**src/rtl/fft8_pkg.sv**
```systemverilog
// Shared types, constants and descriptor math for the 8-point radix-2 DIT butterfly sequencer.
package fft8_pkg;

    localparam int N            = 8;
    localparam int LOG2N        = 3;
    localparam int BF_PER_STAGE = 4;

    typedef enum logic [1:0] {
        ST_IDLE,
        ST_ISSUE,
        ST_DRAIN,
        ST_DONE
    } state_t;

    typedef struct packed {
        logic [2:0] a;
        logic [2:0] b;
        logic [1:0] k;
    } bf_desc_t;

    // tw_bus is packed {W3_im,W3_re,...,W0_im,W0_re}, lowest field first
    function automatic int tw_re_lsb(input int k, input int tw_w);
        return 2 * k * tw_w;
    endfunction

    function automatic int tw_im_lsb(input int k, input int tw_w);
        return (2 * k + 1) * tw_w;
    endfunction

    function automatic bf_desc_t bf_desc(input logic [1:0] s, input logic [1:0] j);
        bf_desc_t   d;
        logic [2:0] jj;
        logic [2:0] h;
        logic [2:0] jm;
        jj  = {1'b0, j};
        h   = 3'd1 << s;
        jm  = jj & (h - 3'd1);
        d.a = ((jj >> s) << (s + 2'd1)) + jm;
        d.b = d.a + h;
        d.k = 2'(jm << (2'd2 - s));
        return d;
    endfunction

endpackage

```
**src/rtl/fft8_butterfly_sequencer_if.sv**
```systemverilog
// Descriptor/ack channel between the sequencer (master) and the butterfly unit (slave).
interface fft8_butterfly_sequencer_if #(
    parameter int TW_W = 16
);
    logic            valid;
    logic            ready;
    logic [1:0]      stage;
    logic [2:0]      idx_a;
    logic [2:0]      idx_b;
    logic [TW_W-1:0] tw_re;
    logic [TW_W-1:0] tw_im;
    logic            ack;

    modport master (
        output valid, stage, idx_a, idx_b, tw_re, tw_im,
        input  ready, ack
    );

    modport slave (
        input  valid, stage, idx_a, idx_b, tw_re, tw_im,
        output ready, ack
    );
endinterface

```
**src/rtl/fft8_bf_addr_gen.sv**
```systemverilog
// Combinational (stage, butterfly) -> (operand a, operand b, twiddle index k).
module fft8_bf_addr_gen
    import fft8_pkg::*;
(
    input  logic [1:0] i_stage,
    input  logic [1:0] i_j,
    output logic [2:0] o_idx_a,
    output logic [2:0] o_idx_b,
    output logic [1:0] o_k
);

    bf_desc_t w_desc;

    assign w_desc  = bf_desc(i_stage, i_j);
    assign o_idx_a = w_desc.a;
    assign o_idx_b = w_desc.b;
    assign o_k     = w_desc.k;

endmodule

```
**src/rtl/fft8_butterfly_sequencer.sv**
```systemverilog
// Walks the 3 DIT stages x 4 butterflies, issuing index/twiddle descriptors with a per-stage ack barrier.
module fft8_butterfly_sequencer
    import fft8_pkg::*;
#(
    parameter int TW_W    = 16,
    parameter int ACK_MAX = 4
) (
    input  logic                        clk,
    input  logic                        rst,
    input  logic                        i_start,
    input  logic                        i_fftorifft,
    output logic                        o_rom_mode,
    input  logic [8*TW_W-1:0]           i_tw_bus,
    fft8_butterfly_sequencer_if.master  bf,
    output logic                        o_busy,
    output logic                        o_done,
    output logic                        o_ack_err
);

    localparam logic [2:0] J_END      = 3'(BF_PER_STAGE);
    localparam logic [2:0] ACK_END    = 3'(ACK_MAX);
    localparam logic [1:0] LAST_STAGE = 2'(LOG2N - 1);

    state_t          r_state;
    state_t          w_state_next;
    logic [1:0]      r_stage;
    logic [2:0]      r_j;
    logic [2:0]      r_ack_cnt;
    logic            r_valid;
    logic [1:0]      r_bf_stage;
    logic [2:0]      r_idx_a;
    logic [2:0]      r_idx_b;
    logic [TW_W-1:0] r_tw_re;
    logic [TW_W-1:0] r_tw_im;
    logic            r_rom_mode;
    logic            r_busy;
    logic            r_ack_err;

    logic            w_fire;
    logic            w_load;
    logic            w_drop;
    logic            w_start_ok;
    logic            w_stage_adv;
    logic            w_ack_ok;
    logic            w_ack_bad;
    logic [2:0]      w_idx_a;
    logic [2:0]      w_idx_b;
    logic [1:0]      w_k;
    logic [TW_W-1:0] w_tw_re [BF_PER_STAGE];
    logic [TW_W-1:0] w_tw_im [BF_PER_STAGE];

    generate
        for (genvar gi = 0; gi < BF_PER_STAGE; gi++) begin : g_tw
            assign w_tw_re[gi] = i_tw_bus[tw_re_lsb(gi, TW_W) +: TW_W];
            assign w_tw_im[gi] = i_tw_bus[tw_im_lsb(gi, TW_W) +: TW_W];
        end
    endgenerate

    fft8_bf_addr_gen u_addr_gen (
        .i_stage (r_stage),
        .i_j     (r_j[1:0]),
        .o_idx_a (w_idx_a),
        .o_idx_b (w_idx_b),
        .o_k     (w_k)
    );

    always_ff @(posedge clk or posedge rst) begin
        if (rst) begin
            r_state <= ST_IDLE;
        end else begin
            r_state <= w_state_next;
        end
    end

    always_comb begin
        w_state_next = r_state;
        case (r_state)
            ST_IDLE:  if (i_start) w_state_next = ST_ISSUE;
            ST_ISSUE: if (w_drop)  w_state_next = ST_DRAIN;
            ST_DRAIN: begin
                if (r_ack_cnt == ACK_END) begin
                    w_state_next = (r_stage == LAST_STAGE) ? ST_DONE : ST_ISSUE;
                end
            end
            ST_DONE:  w_state_next = ST_IDLE;
            default:  w_state_next = ST_IDLE;
        endcase
    end

    always_comb begin
        w_fire      = !r_valid || bf.ready;
        w_load      = 1'b0;
        w_drop      = 1'b0;
        w_start_ok  = 1'b0;
        w_stage_adv = 1'b0;
        w_ack_ok    = 1'b0;
        w_ack_bad   = 1'b0;
        o_done      = 1'b0;
        case (r_state)
            ST_IDLE: begin
                w_start_ok = i_start;
                w_ack_bad  = bf.ack;
            end
            ST_ISSUE: begin
                w_load    = w_fire && (r_j != J_END);
                w_drop    = w_fire && (r_j == J_END);
                w_ack_ok  = bf.ack && (r_ack_cnt != ACK_END);
                w_ack_bad = bf.ack && (r_ack_cnt == ACK_END);
            end
            ST_DRAIN: begin
                w_stage_adv = (r_ack_cnt == ACK_END) && (r_stage != LAST_STAGE);
                w_ack_ok    = bf.ack && (r_ack_cnt != ACK_END);
                w_ack_bad   = bf.ack && (r_ack_cnt == ACK_END);
            end
            ST_DONE: begin
                o_done    = 1'b1;
                w_ack_bad = bf.ack;
            end
            default: ;
        endcase
    end

    always_ff @(posedge clk or posedge rst) begin
        if (rst) begin
            r_stage    <= '0;
            r_j        <= '0;
            r_ack_cnt  <= '0;
            r_valid    <= 1'b0;
            r_bf_stage <= '0;
            r_idx_a    <= '0;
            r_idx_b    <= '0;
            r_tw_re    <= '0;
            r_tw_im    <= '0;
            r_rom_mode <= 1'b0;
            r_busy     <= 1'b0;
            r_ack_err  <= 1'b0;
        end else begin
            if (w_start_ok) begin
                r_rom_mode <= i_fftorifft;
                r_stage    <= '0;
                r_j        <= '0;
                r_ack_cnt  <= '0;
                r_busy     <= 1'b1;
            end
            // Twiddle is captured alongside the indices so a stalled descriptor stays coherent
            if (w_load) begin
                r_valid    <= 1'b1;
                r_bf_stage <= r_stage;
                r_idx_a    <= w_idx_a;
                r_idx_b    <= w_idx_b;
                r_tw_re    <= w_tw_re[w_k];
                r_tw_im    <= w_tw_im[w_k];
                r_j        <= r_j + 3'd1;
            end
            if (w_drop) begin
                r_valid <= 1'b0;
            end
            if (w_stage_adv) begin
                r_stage   <= r_stage + 2'd1;
                r_j       <= '0;
                r_ack_cnt <= '0;
            end else if (w_ack_ok) begin
                r_ack_cnt <= r_ack_cnt + 3'd1;
            end
            if (w_ack_bad) begin
                r_ack_err <= 1'b1;
            end
            if (r_state == ST_DONE) begin
                r_busy <= 1'b0;
            end
        end
    end

    assign bf.valid   = r_valid;
    assign bf.stage   = r_bf_stage;
    assign bf.idx_a   = r_idx_a;
    assign bf.idx_b   = r_idx_b;
    assign bf.tw_re   = r_tw_re;
    assign bf.tw_im   = r_tw_im;
    assign o_rom_mode = r_rom_mode;
    assign o_busy     = r_busy;
    assign o_ack_err  = r_ack_err;

endmodule

```
**src/flat_wrapper.sv**
```systemverilog
// flat-port wrapper written by rule: the top's interface ports become plain ports
module fft8_butterfly_sequencer_flat import fft8_pkg::*;
#(
    parameter int TW_W    = 16,
    parameter int ACK_MAX = 4
)
  (clk, rst, i_start, i_fftorifft, o_rom_mode, i_tw_bus, o_busy, o_done, o_ack_err, bf_valid, bf_stage, bf_idx_a, bf_idx_b, bf_tw_re, bf_tw_im, bf_ready, bf_ack);
  fft8_butterfly_sequencer_if #(.TW_W(TW_W)) bf_i ();
  input  logic clk;
  input  logic rst;
  input  logic i_start;
  input  logic i_fftorifft;
  output logic o_rom_mode;
  input  logic [8*TW_W-1:0] i_tw_bus;
  output logic o_busy;
  output logic o_done;
  output logic o_ack_err;
  output wire logic [$bits(bf_i.valid)-1:0] bf_valid;
  output wire logic [$bits(bf_i.stage)-1:0] bf_stage;
  output wire logic [$bits(bf_i.idx_a)-1:0] bf_idx_a;
  output wire logic [$bits(bf_i.idx_b)-1:0] bf_idx_b;
  output wire logic [$bits(bf_i.tw_re)-1:0] bf_tw_re;
  output wire logic [$bits(bf_i.tw_im)-1:0] bf_tw_im;
  input wire logic [$bits(bf_i.ready)-1:0] bf_ready;
  input wire logic [$bits(bf_i.ack)-1:0] bf_ack;
  assign bf_valid = bf_i.valid;
  assign bf_stage = bf_i.stage;
  assign bf_idx_a = bf_i.idx_a;
  assign bf_idx_b = bf_i.idx_b;
  assign bf_tw_re = bf_i.tw_re;
  assign bf_tw_im = bf_i.tw_im;
  assign bf_i.ready = bf_ready;
  assign bf_i.ack = bf_ack;
  fft8_butterfly_sequencer #(.TW_W(TW_W), .ACK_MAX(ACK_MAX)) u_core (.clk(clk), .rst(rst), .i_start(i_start), .i_fftorifft(i_fftorifft), .o_rom_mode(o_rom_mode), .i_tw_bus(i_tw_bus), .bf(bf_i), .o_busy(o_busy), .o_done(o_done), .o_ack_err(o_ack_err));
endmodule
```
**config.mk**
```make
export PLATFORM = sky130hd
export DESIGN_NAME = fft8_butterfly_sequencer_flat
export DESIGN_NICKNAME = d
export VERILOG_FILES = /design/src/rtl/fft8_pkg.sv /design/src/rtl/fft8_butterfly_sequencer_if.sv /design/src/rtl/fft8_bf_addr_gen.sv /design/src/rtl/fft8_butterfly_sequencer.sv /design/src/flat_wrapper.sv
export SDC_FILE = /design/constraint.sdc
export NUM_CORES = 1
export LEC_CHECK = 0
export CAP_MARGIN = 20
export CORE_UTILIZATION = 43
export CTS_BUF_LIST = sky130_fd_sc_hd__clkbuf_2 sky130_fd_sc_hd__clkbuf_4 sky130_fd_sc_hd__clkbuf_8
export DETAILED_ROUTE_END_ITERATION = 10
export PLACE_DENSITY = 0.93
export REMOVE_ABC_BUFFERS = 1
export SYNTH_ARGS = -nofsm -noshare
export SYNTH_HDL_FRONTEND = slang
export SYNTH_SLANG_ARGS = --single-unit
```
**constraint.sdc**
```tcl
create_clock -name clk -period 3.5 [get_ports clk]
set_clock_uncertainty 0.1 [all_clocks]
set_input_delay 0.7 -clock clk [delete_from_list [all_inputs] [get_ports clk]]
set_output_delay 0.7 -clock clk [all_outputs]
set_load 0.005 [all_outputs]
```
# [After elaboration in Yosys (flattened, before gate mapping)]
# Index checks and enable logic that the tools add are counted.
[op_classes] n_reduce_logical=16 n_mux=29 n_bitwise=2 addsub=7 n_eq_ne=12 n_shift=4 n_lt_le_gt_ge=1
[ops] op="binary-select mux 16 bit (select 2 bit)" n=2
[ops] op="2-to-1 mux 16 bit" n=4
[ops] op="2-to-1 mux 3 bit" n=5
[ops] op="2-to-1 mux 2 bit" n=6
[ops] op="2-to-1 mux 1 bit" n=10
[ops] op="one-hot mux 2 bit (4 select lines)" n=1
[ops] op="adder 3 x 1 -> 3 bit, second input constant" n=2
[ops] op="adder 3 bit" n=2
[ops] op="== test 2 bit, second input constant" n=3
[ops] op="== test 3 bit, second input constant" n=2
[ops] op="inequality test 3 bit, second input constant" n=2
[ops] op="nonzero test 2 bit" n=3
[ops] op="nonzero test 3 bit" n=2
[ops] op="logical AND 1 bit" n=5
[ops] op="inequality test 2 x 1 -> 1 bit, second input constant" n=2
[ops] op="inequality test 2 bit, second input constant" n=2
[ops] op="OR reduction 2 bit" n=2
[ops] op="bitwise AND 2 x 3 -> 3 bit" n=1
[ops] op=">= comparator 3 bit, second input constant" n=1
[ops] op="NOT 2 -> 3 bit" n=1
[ops] op="AND reduction 3 bit" n=1
[ops] op="<< shifter 1 x 2 -> 3 bit, first input constant" n=1
[ops] op="<< shifter 3 x 2 -> 2 bit" n=1
[ops] op="<< shifter 3 x 2 -> 3 bit" n=1
[ops] op="other kinds (9)" n=9
[word_totals] wordCells=84 output_inout_bits=45 inputBits=134 reg_bits=54

# [Depth between registers and ports, before layout]
[logic_depth] depth_word=8 mapped_depth=11 ltp_nobuf=11

# [Modules after synthesis]
# A second synthesis with hierarchy kept.
[unflattened] cells_unflattened=233 hier_area_um2=3276.9
[by_module_without_submodules] mod="fft8_butterfly_sequencer" area_per_inst_um2=3031.7 cells_per_inst=205 seq_area_each_um2=1351.3 instances=1
[by_module_without_submodules] mod="fft8_bf_addr_gen" area_per_inst_um2=245.2 cells_per_inst=28 seq_area_each_um2=0.0 instances=1

# [Worst setup path before layout]
# Ideal clock, no wire load.
[synth_path] kind="register -> register" start="reg u_core.r_stage[0]" end="reg u_core.r_idx_b[2] (netlist: u_core.bf.idx_b[2])" arrival_ns=2.574 required_ns=3.322 path_buffers=0 slack_ns=0.748 synth_period_minus_slack_ns=2.752 stages_incl_launch_ff=11 path_cell_list="dfrtp_1 > inv_1 > ha_1 > nor2_1 > and3_1 > fa_1 > inv_1 > fa_1 > xnor2_1 > xnor3_1 > o21ai_1"
[synth_via] elab_chain_cells=5 elab_cells_between_ends=8
[synth_lines] element="from (decl)" line_no="fft8_butterfly_sequencer.sv:26" text="logic [1:0] r_stage;"
[synth_lines] element="from (signal assigned)" line_no="fft8_butterfly_sequencer.sv:159" text="r_stage <= r_stage + 2'd1;"
[synth_lines] element="<< shifter 1 x 2 -> 3 bit" line_no="fft8_pkg.sv:36" text="h = 3'd1 << s;"
[synth_lines] element="subtractor 3 x 1 -> 3 bit" line_no="fft8_pkg.sv:37" text="jm = jj & (h - 3'd1);"
[synth_lines] element="bitwise AND 2 x 3 -> 3 bit" line_no="fft8_pkg.sv:37"
[synth_lines] element="adder 3 bit *" line_no="fft8_pkg.sv:38" text="d.a = ((jj >> s) << (s + 2'd1)) + jm;"
[synth_lines] element="net u_core.u_addr_gen.o_idx_a[1]" line_no="fft8_bf_addr_gen.sv:7" text="output logic [2:0] o_idx_a,"
[synth_lines] element="adder 3 bit *" line_no="fft8_pkg.sv:39" text="d.b = d.a + h;"
[synth_lines] element="to (signal assigned)" line_no="fft8_butterfly_sequencer.sv:150" text="r_idx_b <= w_idx_b;"
[synth_lines] element="to (decl)" line_no="fft8_butterfly_sequencer.sv:32" text="logic [2:0] r_idx_b;"
# Mark *: on every way through the listed nets, which the timed path passes. The rest lies on a longest branch.
# A chain may end at the register's enable or synchronous reset.

# [Worst setup path after layout]
# Same ends and word-level chain as after synthesis.

==> results.yml <==
status:
  run_status: "complete, but fails checks"
  failing_checks: "design-rule violations"
setup_path:
  r2r_start: "u_core.r_stage[0]"
  end_kind: "flop"
  timing.critical_path.slowest_cell_delay_ns: 0.50
  critical_path.endpoint: "u_core.bf.idx_b[2]"
  start_point_of_the_critical_path: "u_core.r_stage[0]"
  worst_path_max_delay_cell: "fa_1"
  worstSetupPathType: "flop to flop"
  cp_cell_sequence: "inv_1 > ha_1 > nor2_1 > and3_1 > fa_1 > inv_1 > fa_1 > xnor2_1 > xnor3_1 > o21ai_1"
  timing.critical_path.from_type: "flop"
  critPathArrivalTime_ns: 3.15
  worst_flop_to_flop_path_endpoint: "u_core.bf.idx_b[2]"
  regToRegSetupSlack_ns: 0.48
  worst_ep_required_ns: 3.63
  reg2reg_depth: 10
  crit_path_max_fanout: 8
cells_and_area:
  n_antenna_cell: 0
  final_layout_size_suffix_gt1_frac: 0.169
  final_layout_net_count: 734
  synthToLayoutAreaGrowth_pct: 48.7
  fillCellCount: 675
grt:
  grt_pass1_vias: 3730
  grt_util_met2: 0.442
  groute.layer.met1.usage: 0.239
  grt_total_usage: 0.223
  met3_track_demand_over_resource: 0.0396
  grt_overflow_total: 0
  initial_antenna_violation_count: 0
  grt_start_max_net_pins: 40
  grt_pass1_wl_um: 17200
  globalRoute.busiestLayer: "met2"
routing:
  drtIter0Drc: 134
  drc: 18
  detailed_routing_iterations_pass_1: 7
  postRouteAntennaNets: 0
  vias: 3620
  route.detailed.vias_per_inst: 5.22
  postRouteWirelength_um: 10700
  routedWlPerCell_um: 15.4
flow_run:
  cap_viol_max_count: 0
sta:
  slew-limit-headroom: 0.539
  timing.final.hold_violations: 0
  slew_violations: 0
  setup_total_negative_slack_ns: 0
  finalCritPeriodShare: 0.863
  fmax_mhz: 331
  worstMarginPinSlew_ns: 0.691
  timing.final.setup_violations: 0
  timing.final.crit_period_ns: 3.02
  rsz0062_at_grt: "no"
clock_network:
  clock-sinks: 54
  cts.hold.buffers_added: 0
  clk_path_buf_depth: 2
  cts-htree-levels: 2
  clk_pin_slew_worst_paths_ns: 0.09
  cts_made_buffers: 5
  cts.repair.resized: 0
  cts.repair_timing.setup_buffer_count: 0
  cts.root.buffer_cell: "clkbuf_8"
  tritoncts: "yes"
  worstSkewPairLatency_ns: 0.29
floorplan:
  fp.dieW_um: 97.7
  rows: 34
  fp.dieArea_um2: 9540
  fp.coreArea_um2: 8810
  i_o_pins: 179
  chipHeight_um: 97.7
  starting_density: 0.447
worst_hold_path:
  hp-class: "flop to flop"
logic_synthesis:
  synthMostInstantiatedCell: "nand2_1"
  ys_warn_count: 0
  postSynthCellCount: 422
  synthTopCellsByCount: "nand2_1 (120), dfrtp_1 (54), and2_1 (34), a211oi_2 (29), o31ai_2 (28)"
  seq_area_frac_synth: 0.343
  synthArstFlopShare: 1.00
  avgSynthCellArea_um2: 9.32
  mappedNetlistArea_um2: 3940
  synthFlopType: "dfrtp_1"
  synth_largest_area_cell: "dfrtp_1"
  area_fraction_of_the_dominant_cell_type_after_synthesis: 0.343
  synthDistinctLibCells: 38
  yosys-top-cells-area: "dfrtp_1 (34%), nand2_1 (11%), a211oi_2 (9.2%)"
  flip_flop_and_latch_count_after_synthesis: 54
  synth_enable_flop_cells: 0
power:
  ir_drop_mv: 0.295
  static-leakage-power_nw: 2.46
  overall_power_consumption_mw: 3.43
  power.density_cell_area_nw_per_um2: 586
placement:
  place.port_buffers: 178
  gp_congestion: 0.809
  place_hpwl_um: 8430
[worst max-delay path: cells and delay by family, from the launching register on]
family	cells	cell delay (ns)
AOI/OAI and AO/OA	1	0.12
buffers and inverters	2	0.22
DFF	1	0.49
xor gates and xnor gates	2	0.39
and+or+nand+nor	2	0.29
adders and majority gates	3	1.35
[layout by cell type, fill, tap and decap left out, types with 4 or more instances in the layout]
master	netlist	final
o21ai_0	9	9
inv_1	13	12
a211oi_2	29	29
ha_1	13	13
a21oi_1	7	7
buf_4	5	7
nand3_1	6	5
clkbuf_8	0	5
and2_1	34	34
o31ai_1	4	4
nor2_1	5	5
o31ai_2	28	28
and3_1	17	17
clkdlybuf4s50_1	0	178
nand2_1	120	120
and3_4	18	18
dfrtp_1	54	54
[metrics by stage]
stage | cell area [um2] | hold WS, ns | cells | utilization | setup slack (ns)
after floorplan | 3740 | 0.351 | 391 | - | 0.0132
after global placement | 5770 | 0.343 | 686 | 0.655 | 0.654
after detailed placement | 5770 | 0.347 | 686 | 0.655 | 0.488
after CTS | 5850 | 0.370 | 693 | 0.665 | 0.474
after global routing | 5850 | 0.396 | 693 | 0.665 | 0.251
final | 5850 | 0.367 | 693 | 0.665 | 0.481
[worst min path at each step]
| stage | start | end | slack, ns | depth (start not counted) |
|---|---|---|---|---|
| floorplan | u_core.o_ack_err | u_core.o_ack_err | 0.35 | 1 |
| global placement | u_core.o_ack_err | u_core.o_ack_err | 0.34 | 1 |
| detailed placement | u_core.o_ack_err | u_core.o_ack_err | 0.35 | 1 |
| CTS | u_core.o_ack_err | u_core.o_ack_err | 0.37 | 1 |
| global route | u_core.o_ack_err | u_core.o_ack_err | 0.40 | 1 |
| finish | u_core.o_ack_err | u_core.o_ack_err | 0.37 | 1 |
[metal layers]
layer / up-vias / wire length, um
met3: 11 / 633
met4: 0 / 127
li1: 1779 / -
met1: 1714 / 4160
met2: 116 / 5780
met5: - / 0
[cell families after synthesis]
logic type | synth area share
simple gates | 0.284
fa+ha+maj | 0.0515
buf+inv | 0.0630
xor+xnor | 0.0169
compound gates | 0.228
mux | 0.0134
flops | 0.343
[cell type report]
class / count / area (um2) / area share
inverter: 13 / 48.8 / 0.00834
sequential: 54 / 1350 / 0.231
timing repair buffer: 187 / 1870 / 0.320
tap: 108 / 135 / 0.0231
multi-input combinational: 324 / 2360 / 0.403
clock buffer: 7 / 83.8 / 0.0143
[power by group]
group / leakage (nW) / internal [mW] / switching, mW / total, mW
clock network: 0.0452 / 0.154 / 0.193 / 0.347
registers: 0.671 / 0.918 / 0.204 / 1.12
logic: 1.74 / 1.06 / 0.896 / 1.96
total: 2.46 / 2.14 / 1.29 / 3.43
[state kept, by name, summed over array words and instances (netlist names)]
signal,flops
u_core.r_state,2
u_core.r_j,3
u_core.r_ack_cnt,3
u_core.o_busy,1
u_core.bf.idx_a,3
u_core.bf.valid,1
u_core.bf.tw_im,16
u_core.bf.stage,2
u_core.r_stage,2
u_core.o_rom_mode,1
u_core.o_ack_err,1
u_core.bf.idx_b,3
u_core.bf.tw_re,16
Note: power is estimated with default switching activity, not from simulation.
